[src/rtl/uart_tx_frame.sv]
// uart_tx_frame: parametrised UART transmitter, one word per valid/ready handshake.
// Frame: start bit, DATA_BITS data bits LSB first, optional parity bit, STOP_BITS stop bits.
// Each bit lasts OVERSAMPLE baud_tick pulses.
// Optional macro UART_TX_BREAK_EN adds a tx_break input that holds the line low from IDLE.
// Ports:
//   clk, rst        clock and synchronous active-high reset
//   baud_tick       one-clk oversample strobe from the baud generator
//   tx_valid        host has a word to send
//   tx_data         word to send, sampled only on handshake
//   tx_break        (UART_TX_BREAK_EN only) request a line break
//   tx_ready        block can accept a word
//   tx              serial line, idle high, registered
//   busy            state machine is not IDLE
module uart_tx_frame #(
    parameter int DATA_BITS   = 8,
    parameter int OVERSAMPLE  = 16,
    parameter int PARITY_MODE = 0,
    parameter int STOP_BITS   = 1
) (
    input  logic                 clk,
    input  logic                 rst,
    input  logic                 baud_tick,
    input  logic                 tx_valid,
    input  logic [DATA_BITS-1:0] tx_data,
`ifdef UART_TX_BREAK_EN
    input  logic                 tx_break,
`endif
    output logic                 tx_ready,
    output logic                 tx,
    output logic                 busy
);
    localparam int CW = $clog2(OVERSAMPLE);

    if (DATA_BITS < 5 || DATA_BITS > 9 || OVERSAMPLE < 2 || PARITY_MODE < 0 || PARITY_MODE > 2 ||
        (STOP_BITS != 1 && STOP_BITS != 2)) begin : g_bad_params
        $error("uart_tx_frame: illegal parameter combination");
    end

    typedef enum logic [2:0] {
        IDLE, START, DATA, PARITY, STOP
`ifdef UART_TX_BREAK_EN
        , BRK, BRK_REC
`endif
    } state_t;

    state_t               state_q, state_d;
    logic [DATA_BITS-1:0] shift_q, shift_d;
    logic [CW-1:0]        tick_q, tick_d;
    logic [3:0]           bit_q, bit_d;
    logic                 par_q, par_d;
    logic                 tx_q, tx_d;
    logic                 ready_q, ready_d;
    logic                 bit_end;

    assign bit_end  = baud_tick && tick_q == CW'(OVERSAMPLE - 1);
    assign tx       = tx_q;
    assign tx_ready = ready_q;
    assign busy     = state_q != IDLE;

    always_comb begin
        state_d = state_q;
        shift_d = shift_q;
        par_d   = par_q;
        bit_d   = bit_q;
        tx_d    = tx_q;
        tick_d  = (state_q == IDLE || bit_end) ? '0 : tick_q + CW'(baud_tick);
        case (state_q)
            IDLE: begin
                tx_d = 1'b1;
                if (tx_valid && ready_q) begin
                    state_d = START;
                    shift_d = tx_data;
                    par_d   = (PARITY_MODE == 2) ? ~^tx_data : ^tx_data;
                    bit_d   = '0;
                    tx_d    = 1'b0;
                end
`ifdef UART_TX_BREAK_EN
                else if (tx_break) begin
                    state_d = BRK;
                    tx_d    = 1'b0;
                end
`endif
            end
            START: if (bit_end) begin
                state_d = DATA;
                tx_d    = shift_q[0];
            end
            DATA: if (bit_end) begin
                shift_d = shift_q >> 1;
                bit_d   = bit_q + 4'd1;
                tx_d    = shift_q[1];
                if (bit_q == 4'(DATA_BITS - 1)) begin
                    bit_d   = '0;
                    state_d = (PARITY_MODE != 0) ? PARITY : STOP;
                    tx_d    = (PARITY_MODE != 0) ? par_q : 1'b1;
                end
            end
            PARITY: if (bit_end) begin
                state_d = STOP;
                tx_d    = 1'b1;
            end
            STOP: if (bit_end) begin
                state_d = (bit_q == 4'(STOP_BITS - 1)) ? IDLE : STOP;
                bit_d   = (bit_q == 4'(STOP_BITS - 1)) ? 4'd0 : bit_q + 4'd1;
            end
`ifdef UART_TX_BREAK_EN
            // Line held low until release, then one idle-high bit time before accepting again.
            BRK: begin
                tick_d  = '0;
                tx_d    = tx_break ? 1'b0 : 1'b1;
                state_d = tx_break ? BRK : BRK_REC;
            end
            BRK_REC: if (bit_end) state_d = IDLE;
`endif
            default: begin
                state_d = IDLE;
                tx_d    = 1'b1;
            end
        endcase
        ready_d = state_d == IDLE;
    end

    always_ff @(posedge clk) begin
        if (rst) begin
            state_q <= IDLE;
            shift_q <= '0;
            tick_q  <= '0;
            bit_q   <= '0;
            par_q   <= 1'b0;
            tx_q    <= 1'b1;
            ready_q <= 1'b0;
        end else begin
            state_q <= state_d;
            shift_q <= shift_d;
            tick_q  <= tick_d;
            bit_q   <= bit_d;
            par_q   <= par_d;
            tx_q    <= tx_d;
            ready_q <= ready_d;
        end
    end
endmodule

[config.mk]
export PLATFORM = sky130hd
export DESIGN_NAME = uart_tx_frame
export DESIGN_NICKNAME = d
export VERILOG_FILES = /design/src/rtl/uart_tx_frame.sv
export SDC_FILE = /design/constraint.sdc
export NUM_CORES = 1
export LEC_CHECK = 0
export CAP_MARGIN = 25
export CORE_ASPECT_RATIO = 1.2
export CORE_MARGIN = 5
export CORE_UTILIZATION = 50
export CTS_CLUSTER_DIAMETER = 60
export DETAILED_ROUTE_END_ITERATION = 10
export PLACE_DENSITY_LB_ADDON = 0.1
export SLEW_MARGIN = 0
export SYNTH_ARGS = -nofsm -noshare
export SYNTH_HDL_FRONTEND = slang
export SYNTH_SLANG_ARGS = --single-unit
[constraint.sdc]
create_clock -name clk -period 4.25 [get_ports clk]
set_input_delay 0.425 -clock clk [delete_from_list [all_inputs] [get_ports clk]]
set_output_delay 0.425 -clock clk [all_outputs]
set_load 0.02 [all_outputs]
; ---- Word level (Yosys, flattened, before mapping)
; Index checks and enable logic that the tools add are counted.
[classes]
addsub = 2
n_reduce_logical = 13
mux = 23
eq_ne = 11
bitwise = 1
[ops]
columns = cell, n
row1 = two-way mux 3 bit, 7
row2 = two-way mux 4 bit, 5
row3 = two-way mux 8 bit, 2
row4 = case mux 8 bit (2 select lines), 1
row5 = case mux 3 bit (5 select lines), 1
row6 = case mux 4 bit (3 select lines), 1
row7 = != test 2 bit (second input constant), 4
row8 = AND reduction 4 bit, 2
row9 = == test 3 x 2 -> 1 bit (second input constant), 2
row10 = zero test 3 bit, 2
row11 = nonzero test 3 bit, 2
row12 = two-way mux 1 bit, 5
row13 = case mux 1 bit (5 select lines), 1
row14 = adder 4 x 1 -> 4 bit, 1
row15 = adder 4 x 1 -> 4 bit (second input constant), 1
row16 = == test 4 x 3 -> 1 bit (second input constant), 1
row17 = == test 4 bit (second input constant), 1
row18 = zero test 4 bit, 1
row19 = == test 3 x 1 -> 1 bit (second input constant), 1
row20 = == test 3 bit (second input constant), 1
row21 = AND reduction 3 bit, 1
row22 = logical AND 1 bit, 2
row23 = != test 2 x 1 -> 1 bit (second input constant), 1
row24 = nonzero test 2 bit, 1
row25 = 3 further kinds, 3
[word_totals]
word_cells = 56
in_bits = 12
reg_bits = 21
out_inout_bits = 3

; ---- Depth between registers and ports, before layout
; Gate-level depths: netlist (run 1).
[depth]
ltp_word = 5
ltp_mapped = 6
mapped_depth_nobuf = 6

; ---- Least setup slack after synthesis (run 1)
; Ideal clock, no wire load.
[synth_path]
path_kind = reg-to-reg
start = reg state_q[1]
end = reg shift_q[0]
synth_period_minus_slack_ns = 1.521
path_slack_ns = 2.729
arrival_time_ns = 1.387
path_stages_with_launch = 7
path_buffers = 2
setup_time_ns = 0.134
t_required_ns = 4.116
path_cell_list = dfxtp_1 -> or3b_1 -> buf_6 -> nor3_4 -> or2_2 -> buf_6 -> a211oi_1
[synth_via]
elab_chain_len = 3
word_cells_on_any_way = 7
classes_between = eq/ne: 3 / mux: 1 / reduce/logical: 3
[synth_lines]
columns = item, line
row1 = "start, declared", 46  ; state_t state_q, state_d;
row2 = "start signal, assigned", 133  ; state_q <= state_d;
row3 = == test 3 x 2 -> 1 bit / zero test 3 bit (equally long branches), 67  ; case (state_q)
row4 = != test 2 bit (no line) (tied with other cells), n/a
row5 = AND reduction 3 bit (no line), n/a
row6 = "end signal, assigned", 134  ; shift_q <= shift_d;
row7 = "end, declared", 47  ; logic [DATA_BITS-1:0] shift_q, shift_d;
; Several ways; a longest one is shown, not always the timed one.
; A chain may end at the register's enable or synchronous reset.

; ---- Worst setup path in the final report (run 1)
[layout_path]
start = reg state_q[0]
end = out busy
[layout_via]
elab_chain_len = 1
[layout_lines]
columns = item, line
row1 = nonzero test 3 bit, 58  ; assign busy = state_q != IDLE;
row2 = "end, declared", 30  ; output logic busy
; Every way passes these cells.

==> flow_metrics.env, run 1 <==
export IMPL_status="finished clean"
export IMPL_drt_total_wl_um=2470
export IMPL_rsz0062_at_grt="no"
export IMPL_start_util_pct=53.1
export IMPL_grt_overflow=0
export IMPL_drtAntennaViolNets=0
export IMPL_die_area_mm2=0.00357
export IMPL_comb_power_share_pct=14.7
export IMPL_drt_first_pass_iters=4
export IMPL_num_antenna_cells=0
export IMPL_syn_inst=140
export IMPL_cpMaxStageDelayCell="clkdlybuf4s50_1"
export IMPL_final_area_mm2=0.00138
export IMPL_seq_area_um2=420
export IMPL_cpPeakStageDelay_ps=540
export IMPL_p_per_area_mw_per_mm2=264
export IMPL_final_setup_tns_ps=0
export IMPL_setup_viol=0
export IMPL_die_w_um=55.4
export IMPL_swShare_pct=25.7
export IMPL_routed_wl_met3_um=111
export IMPL_p_total_uw=365
export IMPL_ys_types=47
export IMPL_fp_dieH_um=64.5
export IMPL_timing_hold_worst_class="flop to flop"
export IMPL_clk_latency_ps=310
export IMPL_final_cell_count_no_fill=180
export IMPL_post_cts_hold_buffer_count=0
export IMPL_switchingPower_uw=93.6
export IMPL_dr_wl_met2_um=1190
export IMPL_p_leak_nw=0.542
export IMPL_ios=15
export IMPL_yosysTopAreaCell="dfxtp_1"
export IMPL_m1WireLength_um=1110
export IMPL_synth_area_mm2=0.00124
export IMPL_cp_start_kind="flop"
export IMPL_cts_resized=0
export IMPL_fin_nets=166
export IMPL_max_freq_mhz=451
export IMPL_synth_top_cells_by_count="dfxtp_1 (21), nor3_1 (16), nor2_1 (9), mux2i_1 (8), a211oi_1 (7)"
export IMPL_dpl_hpwl_um=1810
export IMPL_clockBufferDepth=2
export IMPL_seq_area_frac_synth_pct=34.0
export IMPL_antenna_found_initial=0
export IMPL_synth_area_per_cell_um2=8.84
export IMPL_synth_edff_count=0
export IMPL_grt_max_degree=30
export IMPL_worst_setup_path_type="flop to output port"
export IMPL_period_minus_slack_ps=2220
export IMPL_fill_cells=225
export IMPL_worst_pin_slew_ps=975
export IMPL_cts_buffers_inserted=3
export IMPL_drc=0
export IMPL_crit_fanout=15
export IMPL_viasPerCell=5.96
export IMPL_routabilityCongestion=0.832
export IMPL_num_vias=1073
export IMPL_synthFlopType="dfxtp_1"
export IMPL_async_flop_share_pct=0
export IMPL_ir_drop_mv=0.195
export IMPL_hold_viol=0
export IMPL_crit_path_end_kind="output port"
export IMPL_crit_chain="nor3_1 > inv_1 > clkdlybuf4s50_1"
export IMPL_placed_area_mm2=0.00136
export IMPL_wl_per_cell_um=13.7
export IMPL_synth_most_common_cell="dfxtp_1"
export IMPL_crit_required_ps=3830
export IMPL_grt_pass1_wl_um=4340
export IMPL_syn_nets=156
export IMPL_synth_seq_cells=21
export IMPL_port_buffers=14
export IMPL_postCtsSetupBuffers=0
export IMPL_track_usage_pct=14.8
export IMPL_place_inst=176
export IMPL_timing_final_crit_share_pct=52.2
export IMPL_clock_power_share_pct=26.7
export IMPL_fin_skew_ps=4.38
export IMPL_first_iter_violations=39
export IMPL_internal_power_uw=271
export IMPL_maxCapViolCount=0
export IMPL_synthTopCellsByArea="dfxtp_1 (34%), mux2i_1 (6.5%), nor3_1 (6.5%)"
export IMPL_root_buffer="clkbuf_4"
export IMPL_slew_headroom_pct=34.8
export IMPL_tritoncts="done"
export IMPL_p_seq_share_pct=58.7
export IMPL_path_clk_slew_ps=110
export IMPL_synth_top_area_share_pct=34.0
export IMPL_ys_warn_count=0
export IMPL_multi_input_area_um2=739
export IMPL_fin_util_pct=59.4
export IMPL_cts_sinks=21
export IMPL_area_growth_pct=11.8
export IMPL_reg2reg_setup_slack_ps=2180
export IMPL_drive_gt1_share_pct=8.05
export IMPL_cp_arrival_ps=1790
export IMPL_core_area_mm2=0.00233
export IMPL_drv_slew=0
export IMPL_top_layer="met4"
export IMPL_rows=19
export IMPL_h_tree_depth=1
export IMPL_grt_pass1_vias=963
## power groups by stage
stage / Combinational, mW / Clock [mW] / Sequential, mW
finish: 0.0535 / 0.0974 / 0.214
global route: 0.0595 / 0.112 / 0.216
CTS: 0.0541 / 0.105 / 0.214
detailed placement: 0.0539 / 0 / 0.219
global placement: 0.0528 / 0 / 0.218
floorplan: 0.0353 / 0 / 0.217
## cell type report
| cell class | instances | area share, % |
|---|---|---|
| clock buffer | 4 | 1.90 |
| tap | 31 | 2.80 |
| inverter | 5 | 1.36 |
| multi-input combinational | 105 | 53.4 |
| timing repair buffer | 14 | 10.1 |
| sequential | 21 | 30.4 |
## through the flow
step,setup slack [ps],hold slack [ps]
after detailed placement,1960,525
after floorplan,2730,478
final,2030,539
after global placement,2060,501
after CTS,2000,542
after global routing,1890,563
## sequential cells by signal, indices dropped and copies added (netlist names)
name      flops
tick_q        4
tx            1
tx_ready      1
bit_q         4
shift_q       8
state_q       3
## cells by family after synthesis
kind of cell               Yosys count  synth area share, %
AOI/OAI and AO/OA                   28                 17.3
adders and majority gates            4                 4.04
buffers and inverters               14                 6.27
xor gates and xnor gates             2                 1.42
and+or+nand+nor                     62                 29.6
muxes                                9                 7.38
DFF                                 21                 34.0
## critical path, delay by kind of cell (launching register included)
kind | cells | cell delay, ps
AND/OR/NAND/NOR | 1 | 390
flip-flops | 1 | 470
buffers and inverters | 2 | 620
## path summary, 6_finish.rpt
| check | start | to | cells past startpoint |
|---|---|---|---|
| max reg2reg | state_q[1]$_SDFF_PP0_ | shift_q[4]$_SDFFE_PP0P_ | 4 |
| min | bit_q[1]$_SDFFE_PP0P_ | bit_q[1]$_SDFFE_PP0P_ | 2 |
| min reg2reg | bit_q[1]$_SDFFE_PP0P_ | bit_q[1]$_SDFFE_PP0P_ | 2 |
| max | state_q[0]$_SDFF_PP0_ | busy | 3 |
## per-layer routing
metal	vias up	track usage, %
li1	546	-
met1	494	17.6
met2	27	25.0
met3	6	2.98
met4	0	7.90
met5	-	0
## cells in the final DEF, fill, tap and decap left out, types with 3 or more instances in the layout
| master | count |
|---|---|
| nand2b_1 | 3 |
| nand3_1 | 3 |
| clkdlybuf4s50_1 | 14 |
| dfxtp_1 | 21 |
| or3_1 | 3 |
| mux2i_1 | 8 |
| nor3_1 | 16 |
| a211oi_1 | 7 |
| and3_1 | 4 |
| nand2_1 | 5 |
| o21ai_0 | 5 |
| or2_2 | 3 |
| nor2_1 | 9 |
| ha_1 | 4 |
| inv_1 | 5 |
| clkbuf_4 | 3 |
(Power assumes the default switching activity.)
==> run 2, diff against run 1 <==
--- a/config.mk
+++ b/config.mk
@@ -8,7 +8,7 @@
 export CAP_MARGIN = 25
 export CORE_ASPECT_RATIO = 1.2
 export CORE_MARGIN = 5
-export CORE_UTILIZATION = 50
+export CORE_UTILIZATION = 49
 export CTS_CLUSTER_DIAMETER = 60
 export DETAILED_ROUTE_END_ITERATION = 10
 export PLACE_DENSITY_LB_ADDON = 0.1
==> constraint.sdc (replaced) <==
create_clock -name clk -period 1.8 [get_ports clk]
set_input_delay 0.18 -clock clk [delete_from_list [all_inputs] [get_ports clk]]
set_output_delay 0.18 -clock clk [all_outputs]
set_load 0.02 [all_outputs]
==> flow_metrics.env, run 2 (synthesis gave the netlist of run 1 again) <==
export IMPL_place_inst=192
export IMPL_grt_pass1_vias=1084
export IMPL_crit_required_ps=2050
export IMPL_setup_slack_ps=116
export IMPL_worst_setup_path_type="flop to flop"
export IMPL_port_buffers=14
export IMPL_drt_first_pass_iters=4
export IMPL_status="finished clean"
export IMPL_dpl_hpwl_um=2080
export IMPL_rsz0062_at_grt="no"
export IMPL_reg_top3="shift_q (8), bit_q (4), tick_q (4)"
export IMPL_dp_slack_ps=33.9
export IMPL_final_common_cell="dfxtp_1"
export IMPL_timing_final_crit_share_pct=93.6
export IMPL_area_growth_pct=22.8
export IMPL_crit_path_end_kind="flop"
export IMPL_timing_hold_worst_class="primary input to flop"
export IMPL_fin_skew_ps=9.35
export IMPL_cp_arrival_ps=1940
export IMPL_drt_total_wl_um=2690
export IMPL_antenna_found_initial=0
export IMPL_p_leak_nw=0.642
export IMPL_clockBufferDepth=2
export IMPL_cts_sinks=21
export IMPL_cp_start_kind="flop"
export IMPL_drive_gt1_share_pct=18.3
export IMPL_fp_dieH_um=65.1
export IMPL_num_antenna_cells=0
export IMPL_wl_per_cell_um=13.7
export IMPL_grt_pass1_wl_um=4710
export IMPL_final_cell_count_no_fill=197
export IMPL_root_buffer="clkbuf_4"
export IMPL_die_w_um=55.9
export IMPL_setup_viol=0
export IMPL_fill_cells=222
export IMPL_h_tree_depth=1
export IMPL_worst_pin_slew_ps=385
export IMPL_die_area_mm2=0.00363
export IMPL_drtAntennaViolNets=0
export IMPL_first_iter_violations=22
export IMPL_max_freq_mhz=594
export IMPL_drc=0
export IMPL_final_area_mm2=0.00152
export IMPL_p_per_area_mw_per_mm2=577
export IMPL_final_setup_tns_ps=0
export IMPL_fin_nets=181
export IMPL_largest_reg_flops=8
export IMPL_regMostFlops="shift_q"
export IMPL_ir_drop_mv=0.443
export IMPL_post_cts_hold_buffer_count=0
export IMPL_routabilityCongestion=0.824
export IMPL_start_util_pct=49.9
export IMPL_track_usage_pct=15.9
export IMPL_grt_max_degree=12
export IMPL_path_clk_slew_ps=120
export IMPL_rows=20
export IMPL_cts_buffers_inserted=3
export IMPL_tritoncts="done"
export IMPL_clk_latency_ps=310
export IMPL_maxCapViolCount=0
export IMPL_ios=15
export IMPL_core_area_mm2=0.00248
export IMPL_drv_slew=0
export IMPL_hold_viol=0
export IMPL_grt_overflow=0
export IMPL_placed_area_mm2=0.00147
export IMPL_fin_util_pct=61.3
export IMPL_most_common_layout_cells="dfxtp_1 (20), nor3_1 (15), buf_4 (15)"
export IMPL_period_minus_slack_ps=1680
export IMPL_num_vias=1105
export IMPL_slew_headroom_pct=74.3
export IMPL_viasPerCell=5.61
export IMPL_crit_fanout=7
[run 2: final timing paths]
check / from / endpoint / slack, ps / cells past startpoint
max reg2reg: state_q[2]$_SDFF_PP0_ / bit_q[3]$_SDFFE_PP0P_ / 120 / 4
min reg2reg: bit_q[1]$_SDFFE_PP0P_ / bit_q[1]$_SDFFE_PP0P_ / 520 / 2
max: state_q[2]$_SDFF_PP0_ / bit_q[3]$_SDFFE_PP0P_ / 120 / 4
min: tx_data[7] / shift_q[7]$_SDFFE_PP0P_ / 400 / 3
[run 2: critical path, cell delays in order (launching register included)]
cell and delay, ps:
dfxtp_1 510, or3b_4 450, o22a_1 280, o32ai_2 270, a211o_1 120
[run 2: per-layer routing]
layer | global-route usage, % | up-vias | share of wire (%)
met5 | 0 | - | 0
met3 | 2.39 | 6 | 3.1
li1 | - | 572 | -
met1 | 19.4 | 508 | 46
met4 | 8.31 | 0 | 2.0
met2 | 26.9 | 19 | 49
[run 2: report_power, final]
part           switching [mW]  total (mW)  internal (mW)
Clock                   0.144       0.231         0.0864
Combinational          0.0652       0.145         0.0797
Sequential             0.0164       0.501          0.485
Total                   0.226       0.877          0.651
[run 2: cell type report]
type | count | area (um^2) | area share (%)
flip-flops and latches | 21 | 424 | 27.9
multi-input cells | 105 | 753 | 49.6
clock buffers | 4 | 26.3 | 1.73
repair buffers | 29 | 255 | 16.8
well taps | 33 | 41.3 | 2.72
inverters | 5 | 18.8 | 1.24
[run 2: timing repair]
item / 4_1_cts / 5_1_grt
buffers inserted: 0 / 1
gates cloned: 0 / 0
setup endpoints to repair: 1 / 6
resized for setup: 1 / 5
pin swaps: 0 / 1
hold endpoints to repair: 0 / 0
[run 2: through the flow]
| step | hold WS [ps] | total power, mW |
|---|---|---|
| floorplan | 316 | 0.596 |
| global placement | 500 | 0.654 |
| detailed placement | 506 | 0.657 |
| CTS | 391 | 0.891 |
| global route | 396 | 0.932 |
| finish | 401 | 0.877 |
==> run 3, diff against run 2 <==
--- a/config.mk
+++ b/config.mk
@@ -5,6 +5,7 @@
 export SDC_FILE = /design/constraint.sdc
 export NUM_CORES = 1
 export LEC_CHECK = 0
+export ABC_CLOCK_PERIOD_IN_PS = 1800
 export CAP_MARGIN = 25
 export CORE_ASPECT_RATIO = 1.2
 export CORE_MARGIN = 5
==> results of run 3 <==
Same layout as run 2: the final DEF is identical, and so are final timing and power.
